File: config.mk
export PLATFORM = sky130hd
export DESIGN_NAME = mem_port_arbiter
export DESIGN_NICKNAME = d
export VERILOG_FILES = /design/src/rtl/mem_arb_pkg.sv /design/src/rtl/mem_port_arbiter_arb_pick.sv /design/src/rtl/mem_port_arbiter.sv
export SDC_FILE = /design/constraint.sdc
export NUM_CORES = 1
export LEC_CHECK = 0
export ABC_AREA = 1
export BUFFER_PORTS_ARGS = -buffer_cell sky130_fd_sc_hd__buf_2
export CAP_MARGIN = 20
export CORE_AREA = 2 2 104 106
export CTS_CLUSTER_DIAMETER = 50
export DETAILED_ROUTE_END_ITERATION = 10
export DIE_AREA = 0 0 106 108
export PLACE_DENSITY = 0.82
export REMOVE_ABC_BUFFERS = 1
export SLEW_MARGIN = 20
export SYNTH_ARGS = -nofsm -noshare
export SYNTH_HDL_FRONTEND = slang
export SYNTH_SLANG_ARGS = --single-unit
File: constraint.sdc
create_clock -name clk -period 1.5 [get_ports clk]
set_input_delay 0.15 -clock clk [delete_from_list [all_inputs] [get_ports clk]]
set_output_delay 0.15 -clock clk [all_outputs]
set_load 0.03 [all_outputs]
File: src/rtl/mem_arb_pkg.sv
// Shared definitions for the memory port arbiter: FSM state encoding,
// requester identifiers and the legal range of the memory read latency.
package mem_arb_pkg;

  typedef enum logic [1:0] {
    IDLE  = 2'd0,
    ISSUE = 2'd1,
    WAIT  = 2'd2,
    RESP  = 2'd3
  } arb_state_e;

  localparam logic REQ_F = 1'b0;
  localparam logic REQ_D = 1'b1;

  localparam int LAT_MIN = 1;
  localparam int LAT_MAX = 4;

  // Value loaded into the latency counter when a read is issued.
  function automatic logic [1:0] lat_reload(input int lat);
    return 2'(lat - 1);
  endfunction

endpackage

File: src/rtl/mem_port_arbiter_arb_pick.sv
// Winner select between fetch and data requests. The last-winner input
// breaks ties: the side that was not granted most recently wins. Tying
// last_win to REQ_F turns this into fixed data-over-fetch priority.
module arb_pick
  import mem_arb_pkg::*;
(
  input  logic f_req,
  input  logic d_req,
  input  logic last_win,
  output logic win
);

  // Pick the requester; a lone request always wins.
  always_comb begin
    win = REQ_D;
    if (f_req && d_req) begin
      win = ~last_win;
    end else if (f_req) begin
      win = REQ_F;
    end else begin
      win = REQ_D;
    end
  end

endmodule

File: src/rtl/mem_port_arbiter.sv
// Shares one memory port between instruction fetch and load/store.
// Per transaction: arbitrate in IDLE, issue one command, wait out the read
// latency, return data with a one-cycle done pulse.
// Optional feature macro: ARB_ROUND_ROBIN_EN (alternate grants on contention
// instead of fixed data-over-fetch priority).
module mem_port_arbiter
  import mem_arb_pkg::*;
#(
  parameter int AW  = 32,
  parameter int DW  = 32,
  parameter int LAT = 1
) (
  input  logic          clk,
  input  logic          nreset,
  input  logic          f_req,
  input  logic [AW-1:0] f_addr,
  output logic          f_gnt,
  output logic          f_done,
  output logic [DW-1:0] f_rdata,
  input  logic          d_req,
  input  logic          d_wr,
  input  logic [AW-1:0] d_addr,
  input  logic [DW-1:0] d_wdata,
  output logic          d_gnt,
  output logic          d_done,
  output logic [DW-1:0] d_rdata,
  output logic [AW-1:0] mem_addr,
  output logic [DW-1:0] mem_wdata,
  output logic          mem_rd,
  output logic          mem_wr,
  input  logic [DW-1:0] mem_rdata,
  output logic          busy
);

  localparam logic [1:0] LAT_RELOAD = lat_reload(LAT);
  localparam logic       READ_WAITS = (LAT > 1);

  if (LAT < LAT_MIN || LAT > LAT_MAX) begin : g_lat_check
    $error("mem_port_arbiter: LAT out of range");
  end

  arb_state_e    state_r;
  logic [1:0]    lat_cnt_r;
  logic          win_id_r;
  logic          win_wr_r;
  logic          win_s;
  logic          last_win_s;
  logic          f_gnt_r, d_gnt_r, f_done_r, d_done_r;
  logic          mem_rd_r, mem_wr_r, busy_r;
  logic [AW-1:0] mem_addr_r;
  logic [DW-1:0] mem_wdata_r;

`ifdef ARB_ROUND_ROBIN_EN
  logic last_win_r;

  // Remember the most recent winner so a contested IDLE favours the other side.
  always_ff @(posedge clk) begin
    if (!nreset) begin
      last_win_r <= REQ_F;
    end else if (state_r == ISSUE) begin
      last_win_r <= win_id_r;
    end else begin
      last_win_r <= last_win_r;
    end
  end

  assign last_win_s = last_win_r;
`else
  assign last_win_s = REQ_F;
`endif

  arb_pick u_arb_pick (
    .f_req    (f_req),
    .d_req    (d_req),
    .last_win (last_win_s),
    .win      (win_s)
  );

  // Transaction FSM; every strobe is registered alongside the state it belongs to.
  always_ff @(posedge clk) begin
    if (!nreset) begin
      state_r     <= IDLE;
      lat_cnt_r   <= 2'd0;
      win_id_r    <= REQ_F;
      win_wr_r    <= 1'b0;
      f_gnt_r     <= 1'b0;
      d_gnt_r     <= 1'b0;
      f_done_r    <= 1'b0;
      d_done_r    <= 1'b0;
      mem_rd_r    <= 1'b0;
      mem_wr_r    <= 1'b0;
      busy_r      <= 1'b0;
      mem_addr_r  <= {AW{1'b0}};
      mem_wdata_r <= {DW{1'b0}};
    end else begin
      f_gnt_r  <= 1'b0;
      d_gnt_r  <= 1'b0;
      f_done_r <= 1'b0;
      d_done_r <= 1'b0;
      mem_rd_r <= 1'b0;
      mem_wr_r <= 1'b0;
      case (state_r)
        IDLE: begin
          if (f_req || d_req) begin
            win_id_r <= win_s;
            state_r  <= ISSUE;
            busy_r   <= 1'b1;
            if (win_s == REQ_D) begin
              win_wr_r    <= d_wr;
              mem_addr_r  <= d_addr;
              mem_wdata_r <= d_wdata;
              d_gnt_r     <= 1'b1;
              mem_rd_r    <= ~d_wr;
              mem_wr_r    <= d_wr;
            end else begin
              win_wr_r    <= 1'b0;
              mem_addr_r  <= f_addr;
              mem_wdata_r <= {DW{1'b0}};
              f_gnt_r     <= 1'b1;
              mem_rd_r    <= 1'b1;
            end
          end else begin
            state_r <= IDLE;
            busy_r  <= 1'b0;
          end
        end
        ISSUE: begin
          lat_cnt_r <= LAT_RELOAD;
          if (!win_wr_r && READ_WAITS) begin
            state_r <= WAIT;
          end else begin
            state_r  <= RESP;
            f_done_r <= (win_id_r == REQ_F);
            d_done_r <= (win_id_r == REQ_D);
          end
        end
        WAIT: begin
          if (lat_cnt_r == 2'd1) begin
            state_r  <= RESP;
            f_done_r <= (win_id_r == REQ_F);
            d_done_r <= (win_id_r == REQ_D);
          end else begin
            lat_cnt_r <= lat_cnt_r - 2'd1;
          end
        end
        RESP: begin
          state_r <= IDLE;
          busy_r  <= 1'b0;
        end
        default: begin
          state_r <= IDLE;
          busy_r  <= 1'b0;
        end
      endcase
    end
  end

  assign f_gnt     = f_gnt_r;
  assign d_gnt     = d_gnt_r;
  assign f_done    = f_done_r;
  assign d_done    = d_done_r;
  assign mem_rd    = mem_rd_r;
  assign mem_wr    = mem_wr_r;
  assign busy      = busy_r;
  assign mem_addr  = mem_addr_r;
  assign mem_wdata = mem_wdata_r;

  // Read data arrives from memory in the RESP cycle itself, so it is steered
  // straight through while done is high and held at zero otherwise.
  assign f_rdata = f_done_r ? mem_rdata : {DW{1'b0}};
  assign d_rdata = (d_done_r && !win_wr_r) ? mem_rdata : {DW{1'b0}};

endmodule

After elaboration in Yosys (flattened, before gate mapping)

Index checks and enable logic that the tools add are counted.

Flip-flop bits (word level): 77
Output and inout port bits: 135
Logic and storage cells: 53

Add/sub/neg operators: 1
Equal/unequal tests: 6
Muxes and demuxes: 21
Bitwise logic cells: 2
Reduce and logical (&&, ||, !) cells: 10

Operator list:

| operator                                            | number |
|---|---|
| two-way mux 32 bit                                  | 4 |
| two-way mux 1 bit                                   | 10 |
| case mux 2 bit (4 select lines)                     | 1 |
| case mux 1 bit (2 select lines)                     | 3 |
| equality test 2 x 1 -> 1 bit, second input constant | 2 |
| equality test 2 bit, second input constant          | 2 |
| two-way mux 2 bit                                   | 2 |
| != test 2 bit, second input constant                | 2 |
| case mux 2 bit (2 select lines)                     | 1 |
| AND reduction 2 bit                                 | 2 |
| nonzero test 2 bit                                  | 2 |
| AND reduction 3 bit                                 | 1 |
| logical AND 1 bit                                   | 2 |
| logical NOT 2 bit                                   | 1 |
| inverter 1 bit                                      | 2 |
| subtractor 2 x 1 -> 2 bit, second input constant    | 1 |
| logical NOT 1 bit                                   | 1 |
| logical OR 1 bit                                    | 1 |

Longest topological paths before layout

Gate-level depths: netlist (run 1).

Word-level depth: 3
Depth in mapped cells: 9
Mapped depth without buffers: 8

Hierarchy

Synthesis (run 1) repeated with hierarchy kept, for this count alone.

Cell total of the unflattened synthesis: 662
Area total of the unflattened synthesis: 4016.4 um^2

Modules (own cells, without submodules):

| module           | times used | cells an instance | area each (um^2) |
|---|---|---|---|
| mem_port_arbiter | 1          | 659               | 4005.1 |
| arb_pick         | 1          | 3                 | 11.3 |

Least setup slack after synthesis (run 1)

Ideal clock, no wire load.

Path kind: flip-flop to output port
From: reg d_done_r, in the netlist d_done
To: out d_rdata[10]
Arrival: 1.278 ns
Data required time: 1.350 ns
Slack: 0.072 ns
Stages on the path, launching flop included: 4
Cell sequence: dfxtp_1 > nand2_1 > clkbuf_1 > nor2_1

Word-level cells in the longest chain between the ends: 2

Ends and longest elaborated chain:

| what                   | line                    | source |
|---|---|---|
| from (decl)            | mem_port_arbiter.sv:48  | `logic f_gnt_r, d_gnt_r, f_done_r, d_done_r;` |
| from (signal assigned) | mem_port_arbiter.sv:134 | `d_done_r <= (win_id_r == REQ_D);` |
| from (signal assigned) | mem_port_arbiter.sv:141 | `d_done_r <= (win_id_r == REQ_D);` |
| logical AND 1 bit      | mem_port_arbiter.sv:171 | `assign d_rdata = (d_done_r && !win_wr_r) ? mem_rdata : {DW{1'b0}};` |
| two-way mux 32 bit     | mem_port_arbiter.sv:171 |  |
| to (decl)              | mem_port_arbiter.sv:26  | `output logic [DW-1:0] d_rdata,` |

Every way passes these cells.

Worst setup path in the final report (run 1)

From: reg win_wr_r
To: out d_rdata[19]

Word-level cells in the longest chain between the ends: 3

Ends and longest elaborated chain:

| what                   | line                    | source |
|---|---|---|
| from (decl)            | mem_port_arbiter.sv:45  | `logic win_wr_r;` |
| from (signal assigned) | mem_port_arbiter.sv:109 | `win_wr_r <= d_wr;` |
| logical NOT 1 bit      | mem_port_arbiter.sv:171 |  |
| logical AND 1 bit      | mem_port_arbiter.sv:171 |  |
| two-way mux 32 bit     | mem_port_arbiter.sv:171 |  |

Every way passes these cells.

==> results of run 1 <==
[timing repair]
| action | in CTS | in global routing |
|---|---|---|
| setup endpoints to repair | 30 | 123 |
| hold endpoints to repair | 28 | 0 |
| gates cloned | 0 | 2 |
| resized for setup | 3 | 31 |
| pin swaps | 0 | 1 |
| hold buffers | 28 | 0 |
[cells in the final DEF, fill, tap and decap left out, types with 3 or more instances in the layout]
| cell type | instances |
|---|---|
| o21ai_0 | 5 |
| inv_1 | 142 |
| ha_1 | 4 |
| buf_12 | 4 |
| nand3_1 | 63 |
| buf_4 | 16 |
| clkbuf_4 | 3 |
| buf_6 | 3 |
| nor2_1 | 138 |
| clkbuf_8 | 9 |
| buf_2 | 258 |
| nand2_1 | 209 |
| a21oi_1 | 6 |
| dlygate4sd3_1 | 28 |
| dfxtp_1 | 75 |
[sequential cells by signal (all words and copies together) (netlist names)]
name and cells:
busy 1, d_done 1, mem_addr 32, state_r 2
d_gnt 1, f_gnt 1, mem_rd 1, win_wr_r 1
win_id_r 1, lat_cnt_r 2, mem_wr 1, mem_wdata 32
f_done 1
[cell usage after synthesis (all sizes together)]
cell type | number | share of area, %
clkbuf | 12 | 1.1
inv | 144 | 13
dfxtp | 77 | 38
a21oi | 6 | 0.75
o21ai | 6 | 0.84
buf | 24 | 3.0
nor3 | 1 | 0.12
nor2 | 141 | 13
nand2 | 211 | 20
ha | 5 | 1.6
nand3 | 63 | 7.8
[report_power, final]
part,leakage [nW],switching [mW],internal [mW]
Clock,0.0935,0.818,0.784
Sequential,0.635,0.291,2.61
Combinational,3.26,2.96,1.42
[worst reg2reg max path: stages (launching register included)]
cell and delay (ns):
dfxtp_2 0.35, inv_1 0.08, ha_2 0.20, inv_1 0.08, nor2_4 0.15, buf_8 0.17, nand2_1 0.07, nor2_1 0.15
nor2_1 0.06
[layer usage]
layer | routed length, um | GRT usage (%)
met5 | 11 | 0
met4 | 693 | 14.4
met3 | 1360 | 7.35
met2 | 7060 | 43.9
met1 | 5250 | 24.3
[worst min path at each step]
stage	end	slack (ns)
floorplan	state_r[0]	0.25
global placement	mem_wdata[6]	0.34
detailed placement	mem_wdata[24]	0.35
CTS	mem_wdata[14]	0.001
global route	mem_wdata[14]	0.03
finish	mem_wdata[14]	0.02
[layout make-up]
| cell class | instances | area share [%] |
|---|---|---|
| timing repair buffer | 314 | 30.3 |
| multi-input combinational | 433 | 29.3 |
| sequential | 77 | 25.2 |
| inverter | 144 | 8.91 |
| tap | 136 | 2.78 |
| clock buffer | 10 | 2.08 |
| clock inverter | 6 | 1.16 |
| timing repair inverter | 1 | 0.102 |
| antenna | 2 | 0.0817 |
[metrics by stage]
step           setup TNS (ns)  hold slack, ns  cell area (um^2)  worst slack (ns)
2_1_floorplan          -21.11           0.253              3850            -0.354
3_3_place_gp                0           0.344              5550            0.0689
3_5_place_dp           -0.308           0.347              5550           -0.0375
4_1_cts                     0         0.00116              6040           0.00357
5_1_grt              -0.00877          0.0326              6120          -0.00455
6_report                    0          0.0165              6120            0.0667
[logic make-up after synthesis]
kind of cell	after synthesis	share of synthesized area [%]
fa+ha+maj	5	1.56
compound gates	12	1.59
simple gates	416	41.0
buf+inv	180	17.6
flops	77	38.3
==> flow_metrics.py, run 1 <==
metrics = {
    "status": {
        "outcome": "finished clean",
    },
    "global_routing": {
        "antenna_found_initial": 4,
        "grt-ovfl-total": 0,
        "grt_pass1_vias": 4595,
        "grt_pass1_wl_um": 21700,
        "grt_max_degree": 35,
        "grt_use_total_pct": 24.1,
    },
    "setup_path": {
        "startpoint_type": "register",
        "crit_buf_inv": 3,
        "path_max_fanout": 12,
        "startpoint": "win_wr_r",
        "cpMaxStageDelayCell": "dfxtp_1",
        "required_ns": 1.35,
        "arrival_ns": 1.28,
        "r2r_end": "mem_addr[22]",
        "worstRegToRegCells": 8,
        "worst_setup_path_end_kind": "primary output",
        "max_stage_delay_ns": 0.32,
        "cp.depth": 5,
        "rrSetupSlack_ns": 0.10,
        "cp_cell_sequence": "inv_1 > nand2_2 > buf_6 > nor2_1 > buf_4",
        "timing.rr.start": "state_r[1]",
        "critPathTopFamily": "buffers and inverters",
        "crit_end": "d_rdata[19]",
        "path_class": "register to primary output",
    },
    "sta": {
        "max_slew_margin_pct": 77.1,
        "setup_violations": 0,
        "hold_viol_final": 0,
        "tightest_slew_ns": 0.344,
        "skew_ns": 0.00933,
        "fin_crit_ns": 1.43,
        "fmax_ghz": 0.698,
        "maxSlewViolCount": 0,
        "period_share_pct": 95.6,
    },
    "finish": {
        "nets": 1118,
        "drive_above_1_share_pct": 31.8,
        "multiInputGateArea_um2": 1800,
        "syn_to_final_growth_pct": 52.3,
        "regArea_um2": 1540,
        "fin_util_pct": 59.9,
        "nFillCells": 990,
        "fin_cells": 1123,
    },
    "die": {
        "dieArea_um2": 11400,
        "chipWidth_um": 106,
        "core.rowCount": 37,
        "ioPinCount": 268,
        "coreArea_um2": 10200,
        "initial_core_util_pct": 39.3,
        "die_y_um": 108,
    },
    "logic_synthesis": {
        "ys_seq_elements": 77,
        "synth.distinct_cells": 16,
        "synth_cells": 690,
        "yosysSeqAreaShare_pct": 38.3,
        "postSynthAreaPerCell_um2": 5.83,
        "ys_warn_count": 0,
        "syn_area_um2": 4020,
    },
    "power_and_ir_drop": {
        "cellPowerDensity_nw_per_um2": 1450,
        "finalPower_mw": 8.88,
        "leakage_nw": 3.98,
        "ir_worst_vdd_mv": 0.813,
    },
    "placed_design": {
        "dp_hpwl_um": 10300,
        "dp.cells": 1075,
        "gp_congestion": 0.805,
        "portBuffers": 267,
    },
    "clock_tree": {
        "cts_tree": "built",
        "clkLatencyLatePin_ns": 0.36,
        "cts_buffers": 9,
        "clock_sinks": 77,
        "cts-root-buf": "clkbuf_8",
        "path_clk_slew_ns": 0.08,
        "cts_max_level": 3,
        "cts_setup_buffers": 0,
        "clockBufferDepth": 2,
    },
    "detailed_routing": {
        "viasPerCell": 4.39,
        "drtIter0Drc": 319,
        "routed_wl_um": 14400,
        "drc": 0,
        "dr.pass1.iters": 4,
        "vias": 4929,
        "wl_per_cell_um": 12.8,
        "postRouteAntennaNets": 0,
    },
    "min_path": {
        "min_path_cells": 3,
        "hold_path_startpoint": "d_wdata[14]",
        "worst_hold_path_type": "input pin to register",
    },
    "job": {
        "maxCapViolCount": 0,
    },
}
(Power assumes the default switching activity.)
==> run 2: changes to the inputs <==
- CORE_AREA: 2 2 104 106 -> unset
- CORE_MARGIN: unset -> 2
- CORE_UTILIZATION: unset -> 38
- DIE_AREA: 0 0 106 108 -> unset
- PLACE_DENSITY: 0.82 -> 0.83
- clock period: 1.5 -> 1.3 ns (I/O delays scaled with it)
==> run 2 against run 1 <==
Compared with the run above: the run now ends with negative setup slack left; count of clock-buffer cells in the layout grew 1; combinational power is 65% higher; final cell count rose by 2.8%; power up 42%; setup slack got worse by 0.21 ns; clock power up 23%; sequential power is 18% higher.
==> flow_metrics.py, run 2 (synthesis results as in run 1) <==
metrics = {
    "die": {
        "die_y_um": 107,
        "initial_core_util_pct": 39.1,
        "coreArea_um2": 10300,
        "core.rowCount": 37,
        "ioPinCount": 268,
        "dieArea_um2": 11400,
        "chipWidth_um": 107,
    },
    "finish": {
        "nets": 1146,
        "final_common_cell": "buf_2",
        "fin_area_um2": 7770,
        "drive_above_1_share_pct": 50.2,
        "syn_to_final_growth_pct": 93.3,
        "final_cell_mix": "202 x buf_2, 149 x nand2_1, 105 x inv_1, 105 x nor2_1, 72 x dfxtp_1",
    },
    "sta": {
        "finalWorstSetupSlack_ns": -0.141,
        "hold_viol_final": 0,
        "skew_ns": 0.0104,
        "maxSlewViolCount": 0,
        "rsz0062_at_grt": "true",
        "tightest_slew_ns": 0.367,
        "max_slew_margin_pct": 75.6,
        "fin_crit_ns": 1.44,
        "period_share_pct": 111,
        "fmax_ghz": 0.694,
        "setup_violations": 102,
    },
    "min_path": {
        "min_path_cells": 3,
        "worst_hold_path_type": "input pin to register",
    },
    "setup_path": {
        "startpoint_type": "register",
        "worstRegToRegCells": 9,
        "required_ns": 1.17,
        "max_stage_delay_ns": 0.33,
        "worst_setup_path_end_kind": "primary output",
        "path_max_fanout": 16,
        "path_class": "register to primary output",
        "cpMaxStageDelayCell": "dfxtp_2",
        "arrival_ns": 1.31,
        "cp_cell_sequence": "inv_2 > nand2_4 > buf_12 > nor2_2 > buf_6",
    },
    "global_routing": {
        "grt_max_degree": 63,
        "grt_pass1_vias": 4901,
        "grt_use_total_pct": 25.4,
        "antenna_found_initial": 3,
        "grt_pass1_wl_um": 23000,
        "grt-ovfl-total": 0,
    },
    "clock_tree": {
        "cts_max_level": 3,
        "cts-root-buf": "clkbuf_8",
        "path_clk_slew_ns": 0.08,
        "cts_tree": "built",
        "clockBufferDepth": 2,
        "clock_sinks": 77,
        "clkLatencyLatePin_ns": 0.36,
        "cts_buffers": 9,
    },
    "detailed_routing": {
        "dr.pass1.iters": 5,
        "drc": 0,
        "drtIter0Drc": 368,
        "wl_per_cell_um": 16.0,
        "viasPerCell": 4.76,
        "postRouteAntennaNets": 0,
        "vias": 5491,
        "routed_wl_um": 18500,
    },
    "power_and_ir_drop": {
        "ir_worst_vdd_mv": 1.20,
        "cellPowerDensity_nw_per_um2": 1620,
        "leakage_nw": 4.55,
    },
    "placed_design": {
        "gp_congestion": 0.805,
        "portBuffers": 267,
        "dp_hpwl_um": 9970,
        "dp_slack_ns": -0.123,
        "dpl-instance-area_um2": 5620,
    },
    "status": {
        "violations": "negative setup slack",
        "outcome": "finished, violations left",
    },
    "job": {
        "maxCapViolCount": 0,
    },
}
[run 2: cell types whose count changed in the layout (fill, tap and decap cells not counted), moves of 18 or more]
cell	previous run	this run
buf_2	258	202
buf_6	3	70
inv_1	142	105
inv_2	1	38
nand2_1	209	149
nand2_2	2	20
nand2_4	0	42
nand3_1	63	34
nand3_2	0	28
nor2_1	138	105
nor2_4	1	22
[run 2: final timing paths]
path                            slack (ns)             to     startpoint
worst min register to register        0.46  mem_wdata[12]  mem_wdata[12]
worst min-delay path                  0.04         mem_wr           d_wr
worst max-delay path                 -0.14     d_rdata[7]       win_wr_r
worst max register to register       -0.06   mem_addr[27]     state_r[1]
[run 2: final cells by class]
type	instances	area [um^2]
clock inverters	5	65.1
multi-input cells	433	2540
inverters	144	546
flip-flops and latches	77	1550
fillers	715	2510
repair inverters	2	15.0
repair buffers	341	2720
diodes	5	12.5
well taps	136	170
clock buffers	11	151
[run 2: power breakdown]
| group | internal, mW | switching [mW] | total, mW |
|---|---|---|---|
| registers | 3.02 | 0.399 | 3.41 |
| clock network | 1.01 | 0.954 | 1.97 |
| logic | 2.87 | 4.33 | 7.21 |
[run 2: routing by layer]
metal,wire (um),global-route usage [%],up-vias
li1,-,-,2634
met4,870,13.5,0
met1,6550,25.4,2461
met3,1690,7.42,66
met2,9340,47.1,330
met5,0,0,-
[run 2: critical path: cells and delay by family, from the launching register on]
family	cells	cell delay [ns]
and+or+nand+nor	2	0.23
DFF	1	0.33
buffers and inverters	3	0.40
[run 2: per-stage QoR]
step	TNS (ns)	utilization [%]	power (mW)	std cells	hold slack, ns
global route	-12.53	75.6	13.3	1152	0.0466
detailed placement	-5.28	54.7	8.38	1081	0.326
global placement	-2.65	54.7	8.30	1081	0.325
finish	-5.49	75.6	12.6	1154	0.0417
floorplan	-43.50	-	6.51	654	0.233
CTS	-2.88	65.6	11.4	1141	0.0285
[run 2: what timing repair did]
| action | CTS | global route |
|---|---|---|
| pin swaps | 5 | 69 |
| cloned | 7 | 8 |
| endpoints found under the setup margin | 133 | 136 |
| endpoints found under the hold margin | 29 | 0 |
| buffers inserted | 8 | 2 |
| gates resized for setup | 139 | 265 |
| hold buffers | 29 | 0 |
==> run 3: changes to the inputs <==
- PLACE_DENSITY: 0.83 -> unset
- PLACE_DENSITY_LB_ADDON: unset -> 0.15
==> run 3 against run 2 <==
Compared with the run above: critical endpoint is now d_rdata[4]; via count up 1.2%; the run still ends with negative setup slack left; fmax decreased by 2.7%; count of clock-buffer cells in the layout decreased by 2.
==> flow_metrics.py, run 3 (synthesis results as in run 1) <==
metrics = {
    "detailed_routing": {
        "drtIter0Drc": 378,
        "postRouteAntennaNets": 0,
        "dr.pass1.iters": 5,
        "drc": 0,
        "routed_wl_um": 19000,
        "wl_per_cell_um": 16.5,
        "vias": 5556,
        "viasPerCell": 4.83,
    },
    "power_and_ir_drop": {
        "cellPowerDensity_nw_per_um2": 1600,
        "leakage_nw": 4.49,
        "finalPower_mw": 12.2,
        "ir_worst_vdd_mv": 0.815,
    },
    "setup_path": {
        "rrSetupSlack_ns": -0.07,
        "path_max_fanout": 16,
        "required_ns": 1.17,
        "path_class": "register to primary output",
        "timing.rr.start": "state_r[1]",
        "startpoint_type": "register",
        "r2r_end": "mem_wdata[1]",
        "arrival_ns": 1.35,
        "worst_setup_path_end_kind": "primary output",
        "worstRegToRegCells": 8,
    },
    "sta": {
        "period_share_pct": 114,
        "finalSetupTns_ns": -5.45,
        "setup_violations": 85,
        "finalWorstSetupSlack_ns": -0.180,
        "fmax_ghz": 0.676,
        "skew_ns": 0.0174,
        "max_slew_margin_pct": 65.6,
        "timing.hold.ws_ns": 0.0509,
        "fin_crit_ns": 1.48,
        "rsz0062_at_grt": "true",
        "maxSlewViolCount": 0,
        "hold_viol_final": 0,
        "tightest_slew_ns": 0.516,
    },
    "clock_tree": {
        "clock_sinks": 77,
        "cts-root-buf": "clkbuf_8",
        "cts_tree": "built",
        "path_clk_slew_ns": 0.08,
        "clkLatencyLatePin_ns": 0.37,
        "cts_buffers": 9,
        "clockBufferDepth": 2,
        "cts_max_level": 3,
    },
    "global_routing": {
        "grt_use_total_pct": 24.6,
        "use_met3_pct": 6.69,
        "grt_pass1_vias": 4681,
        "antenna_found_initial": 2,
        "grt-busiest-layer": "met2",
        "grt_max_degree": 39,
        "grt_pass1_wl_um": 22200,
        "grtUsageMet1_pct": 25.8,
        "met2_usage_pct": 44.5,
        "grt-ovfl-total": 0,
    },
    "min_path": {
        "worst_hold_path_type": "input pin to register",
        "min_path_cells": 3,
        "hold_end": "mem_wdata[0]",
        "hold_path_startpoint": "d_wdata[0]",
    },
    "finish": {
        "final_cell_mix": "202 x buf_2, 149 x nand2_1, 107 x inv_1",
        "fin_util_pct": 74.3,
        "fin_area_um2": 7630,
        "fin_cells": 1151,
        "drive_above_1_share_pct": 49.9,
        "syn_to_final_growth_pct": 89.9,
        "final_common_cell": "buf_2",
        "nets": 1146,
    },
    "die": {
        "initial_core_util_pct": 39.1,
        "coreArea_um2": 10300,
        "core.rowCount": 37,
        "dieArea_um2": 11400,
        "die_y_um": 107,
        "chipWidth_um": 107,
        "ioPinCount": 268,
    },
    "placed_design": {
        "dp_hpwl_um": 9700,
        "portBuffers": 267,
        "dp_slack_ns": -0.0933,
        "gp_congestion": 0.769,
        "dp.cells": 1079,
        "dpl-instance-area_um2": 5610,
    },
    "status": {
        "outcome": "finished, violations left",
        "violations": "negative setup slack",
    },
    "job": {
        "maxCapViolCount": 0,
    },
}
## run 3: cell type report
class,count,area (um^2)
antenna,2,5.00
inverter,144,548
sequential,77,1550
tap,136,170
clock buffer,9,124
multi-input combinational,433,2430
fill,763,2640
timing repair buffer,342,2730
timing repair inverter,1,6.26
clock inverter,7,63.8
## run 3: metal layers
layer | share of wire (%) | vias up
li1 | - | 2623
met1 | 37 | 2498
met2 | 48 | 349
met3 | 9.4 | 86
met4 | 5.7 | 0
met5 | 0 | -
## run 3: how the worst max path moves through the flow
stage / slack (ns) / endpoint / from / cells after the start
2_1_floorplan: -0.53 / mem_rd / d_req / 4
3_3_place_gp: -0.05 / mem_wdata[13] / state_r[1] / 8
3_5_place_dp: -0.09 / mem_wdata[3] / state_r[0] / 8
4_1_cts: -0.09 / d_rdata[18] / win_wr_r / 5
5_1_grt: -0.19 / d_rdata[4] / win_wr_r / 5
6_report: -0.18 / d_rdata[4] / win_wr_r / 5
## run 3: critical path: stages (launching register included)
cell,delay (ns)
dfxtp_2,0.34
inv_2,0.07
nand2_4,0.09
buf_12,0.17
nor2_2,0.16
buf_6,0.16
## run 3: repair_timing
item / 4_1_cts / 5_1_grt
buffers inserted: 2 / 8
hold buffers: 29 / 0
endpoints found under the hold margin: 29 / 0
gates resized for setup: 135 / 253
endpoints found under the setup margin: 129 / 132
cloned: 4 / 14
pin swaps: 7 / 68
## run 3: report_power, final
group / internal, mW / switching [mW] / leakage, nW / total [mW]
clock: 0.737 / 1.04 / 0.0903 / 1.78
sequential: 3.01 / 0.371 / 0.637 / 3.38
combinational: 2.83 / 4.23 / 3.76 / 7.06
total: 6.58 / 5.65 / 4.49 / 12.2
